[src/rtl/checker_pkg.sv]
// Shared definitions for the 4-input NOR gate response checker.
//   - state_t    : checker FSM states (IDLE, ARM, RUN, DONE)
//   - VEC_W      : stimulus vector width ({a,b,c,d}, a = vec[3])
//   - CNT_W      : width of the vector and mismatch counters
//   - EXP_W      : width of the expected-output triple {e,f,g}
//   - ENTRY_W    : width of one delay-line entry {valid, vec, exp}
//   - nor_expect : expected {e,f,g} for a stimulus vector
package checker_pkg;

    localparam int VEC_W   = 4;
    localparam int CNT_W   = 8;
    localparam int EXP_W   = 3;
    localparam int ENTRY_W = 1 + VEC_W + EXP_W;

    typedef enum logic [1:0] {
        IDLE = 2'd0,
        ARM  = 2'd1,
        RUN  = 2'd2,
        DONE = 2'd3
    } state_t;

    // e = NOR(a,b), f = NOR(c,d), g = e & f (the 4-input NOR).
    function automatic logic [EXP_W-1:0] nor_expect(input logic [VEC_W-1:0] v);
        logic e_exp;
        logic f_exp;
        e_exp = ~(v[3] | v[2]);
        f_exp = ~(v[1] | v[0]);
        return {e_exp, f_exp, e_exp & f_exp};
    endfunction

endpackage

[src/rtl/expect_delay_line.sv]
// LATENCY-deep shift register that aligns {valid, vec, expected} with the
// gate outputs. At LATENCY = 0 it is a plain wire.
// Ports:
//   clk        : clock
//   rst        : synchronous active-high reset (clears all stages)
//   clr        : synchronous clear (flushes all stages)
//   push_entry : entry entering the line this cycle
//   pop_entry  : entry leaving the line this cycle
module expect_delay_line
    import checker_pkg::*;
#(
    parameter int LATENCY = 1
) (
    input  logic               clk,
    input  logic               rst,
    input  logic               clr,
    input  logic [ENTRY_W-1:0] push_entry,
    output logic [ENTRY_W-1:0] pop_entry
);

    generate
        if (LATENCY == 0) begin : g_pass
            logic unused_ok;
            assign unused_ok = ^{clk, rst, clr};
            assign pop_entry = push_entry;
        end else begin : g_shift
            logic [ENTRY_W-1:0] stage [LATENCY];

            always_ff @(posedge clk) begin
                if (rst || clr) begin
                    for (int i = 0; i < LATENCY; i++) begin
                        stage[i] <= '0;
                    end
                end else begin
                    stage[0] <= push_entry;
                    for (int i = 1; i < LATENCY; i++) begin
                        stage[i] <= stage[i-1];
                    end
                end
            end

            assign pop_entry = stage[LATENCY-1];
        end
    endgenerate

endmodule

[config.mk]
export PLATFORM = sky130hd
export DESIGN_NAME = expect_delay_line
export DESIGN_NICKNAME = d
export VERILOG_FILES = /design/src/rtl/checker_pkg.sv /design/src/rtl/expect_delay_line.sv
export SDC_FILE = /design/constraint.sdc
export NUM_CORES = 1
export LEC_CHECK = 0
export ABC_AREA = 1
export ABC_CLOCK_PERIOD_IN_PS = 800
export CORE_AREA = 2 2 39 41
export DETAILED_ROUTE_END_ITERATION = 8
export DIE_AREA = 0 0 41 43
export PLACE_DENSITY_LB_ADDON = 0.3
export SETUP_SLACK_MARGIN = 0.5
export SYNTH_ARGS = -nofsm -noshare
export SYNTH_HDL_FRONTEND = slang
export SYNTH_SLANG_ARGS = --single-unit
[constraint.sdc]
create_clock -name clk -period 0.8 [get_ports clk]
set_clock_uncertainty 0.1 [all_clocks]
set_input_delay 0.12 -clock clk [delete_from_list [all_inputs] [get_ports clk]]
set_output_delay 0.12 -clock clk [all_outputs]
set_load 0.02 [all_outputs]
==> metrics.csv <==
stage,metric,value,unit
logic_synthesis,Commonest cells post-synth,"dfxtp_1 (8), inv_1 (8), nor2_2 (8)",
placement,port bufs,18,
grt,GRT overflow,0,
clock_network,CTS Buf Count,3,
critical_path,critical-path maximum fanout,1,
route,Pre-antenna DRT Iters,4,
worst_hold_path,worst min-delay path category,in2reg,
critical_path,Crit path depth,1,
clock_network,Setup Buffers After CTS,0,
grt,total track usage,0.07243,
floorplan,Starting Density,0.1872,
timing,Finish-stage setup viols,8,
clock_network,clock root buffer,clkbuf_4,
final_layout,register area,190.2,sq um
route,Routed WL,421,um
final_layout,most flop-heavy register,g_shift.stage,
placement,post-DP HPWL,356.4,um
clock_network,Clock Pin Slew Worst Setup and Hold Paths,0.05,ns
critical_path,crit end category,output pin,
timing,Slew HR,0.9241,
final_layout,utilization after layout,0.4087,
floorplan,Core Region,0.001384,sq mm
final_layout,antenna diode instance count,0,
pwr,Leakage,0.2598,nW
final_layout,Nets,61,
floorplan,Die Y,43,um
clock_network,clk sink count,8,
pwr,power density cells,1503,mW/mm^2
worst_hold_path,Worst Hold Depth,3,
final_layout,area taken by multi-input logic gates,85.08,sq um
final_layout,Filler Cell Count,143,
logic_synthesis,Post-Syn Area,259.0,sq um
route,WL per Instance,6.578,um
placement,routability cong.,0.5522,
timing,"Hold Vio Cnt, Final",1,
critical_path,"delay-heaviest family, CP",flip-flops,
floorplan,die extent in x,41,um
floorplan,row count,14,
logic_synthesis,synth top area cells,"dfxtp_1 (62%), nor2_2 (19%), inv_1 (12%), nand2_4 (4.3%), inv_2 (2.9%)",
timing,Max Freq,1088,MHz
timing,Setup WS post-layout,-0.1188,ns
critical_path,critical path's slowest cell,dfxtp_4,
critical_path,CP Cell Sequence,buf_6,
pwr,total power,0.8503,mW
floorplan,die area,0.001763,sq mm
route,Via density,3.453,
final_layout,Top Registers,g_shift.stage x8,
critical_path,CP Data Arrival Time,0.70,ns
critical_path,number of buffers and inverters on the critical path,1,
logic_synthesis,Syn Inst Count,27,
timing,Max Slew Vio Count,0,
grt,largest net degree at the start of global routing,9,
final_layout,share of cells above drive strength 1,0.7500,
logic_synthesis,Synth Flop Type,dfxtp_1,
final_layout,post-route insts no fill,64,
logic_synthesis,"EDFF count, synth",0,
route,Routed Antenna Nets,0,
final_layout,area grow syn2layout,118.4,%
logic_synthesis,post-synth top area share,0.6184,
logic_synthesis,"Distinct cells, synth",5,
timing,unrepaired setup endpoints after global routing,true,
critical_path,CP Launch Type,register,
logic_synthesis,Yosys warning total,0,
grt,via count of the first global-routing pass,209,
timing,post-layout min period,0.9188,ns
logic_synthesis,"flops & latches, synth",8,
clock_network,H-tree levels,1,
logic_synthesis,sequential-to-total area share from yosys stat,0.6184,
critical_path,Setup CP Type,reg2out,
job,maxcap violations,0,
status,failing checks,"hold timing, setup timing",
logic_synthesis,syn avg cell area,9.593,sq um
route,Vias,221,
status,status,finished with violations,
clock_network,clock tree buffer depth,2,
timing,worst slew pin tran,0.1136,ns
timing,worst hold slack,-0.01522,ns
floorplan,I/O pins,19,
final_layout,Largest register FFs,8,
logic_synthesis,Mapped Nets,38,
timing,final worst path period share,1.149,
route,DR iter-0 viols,4,
clock_network,TritonCTS clock tree,yes,
critical_path,worst endpoint required time,0.58,ns
placement,Placed Cells,61,
grt,initial antenna violation count,0,
critical_path,"Largest stage delay, worst path",0.34,ns
route,Residual DRC,0,
grt,first-pass GRT wire length,807,um
pwr,maximum vdd ir drop,0.5545,mV
logic_synthesis,ys async rst share,0,
logic_synthesis,dominant cell type by area after synthesis,dfxtp_1,
[stage by stage]
stage          setup TNS (ns)  area (sq um)  worst slack [ns]
4_1_cts               -0.9918         560.5           -0.1301
2_1_floorplan               0         317.8            0.2316
5_1_grt                -1.176         565.5           -0.1552
6_report              -0.9063         565.5           -0.1188
3_3_place_gp           -5.265         518.0           -0.3465
3_5_place_dp           -5.330         518.0           -0.3557
[per-layer routing]
| layer | share of wire | track usage | up-vias |
|---|---|---|---|
| met5 | 0 | 0 | - |
| met4 | 0.033 | 0.08000 | 0 |
| met3 | 0.13 | 0.03141 | 2 |
| met2 | 0.48 | 0.09063 | 15 |
| met1 | 0.35 | 0.08091 | 90 |
| li1 | - | - | 114 |
[final timing paths]
kind	from	slack, ns	end
min	push_entry[3]	-0.02	g_shift.stage[0][3]
max	g_shift.stage[0][3]	-0.12	pop_entry[3]
[report_power, final]
| group | switching [mW] | internal [mW] | total [mW] |
|---|---|---|---|
| logic | 0.0732 | 0.0853 | 0.158 |
| registers | 0.00700 | 0.400 | 0.407 |
| clock network | 0.115 | 0.170 | 0.285 |
[cell usage in the layout, fill, tap and decap left out, types with 2 or more instances in the layout]
cell type / instances
nor2_4: 3
nor2_2: 5
clkbuf_4: 3
clkdlybuf4s15_1: 6
inv_2: 2
inv_1: 6
buf_6: 8
dfxtp_4: 8
buf_8: 2
[what timing repair did]
item,CTS,global route
endpoints found under the hold margin,1,1
pin swaps,7,6
setup endpoints to repair,16,16
resized for setup,80,5
[cells by family (layout without fill, tap and decap cells)]
kind of cell           count (synthesis)  after routing  share of synthesized area
buffers and inverters                 10             31                     0.1449
flip-flops                             8              8                     0.6183
AND/OR/NAND/NOR                        9              9                     0.2367
[area by class of cell]
| class | instances | area share |
|---|---|---|
| flip-flops and latches | 8 | 0.3363 |
| repair buffers | 18 | 0.3363 |
| multi-input cells | 9 | 0.1504 |
| inverters | 10 | 0.1018 |
| clock buffers | 3 | 0.03982 |
| well taps | 16 | 0.03540 |
No activity file was read; power rests on OpenSTA's default activity.
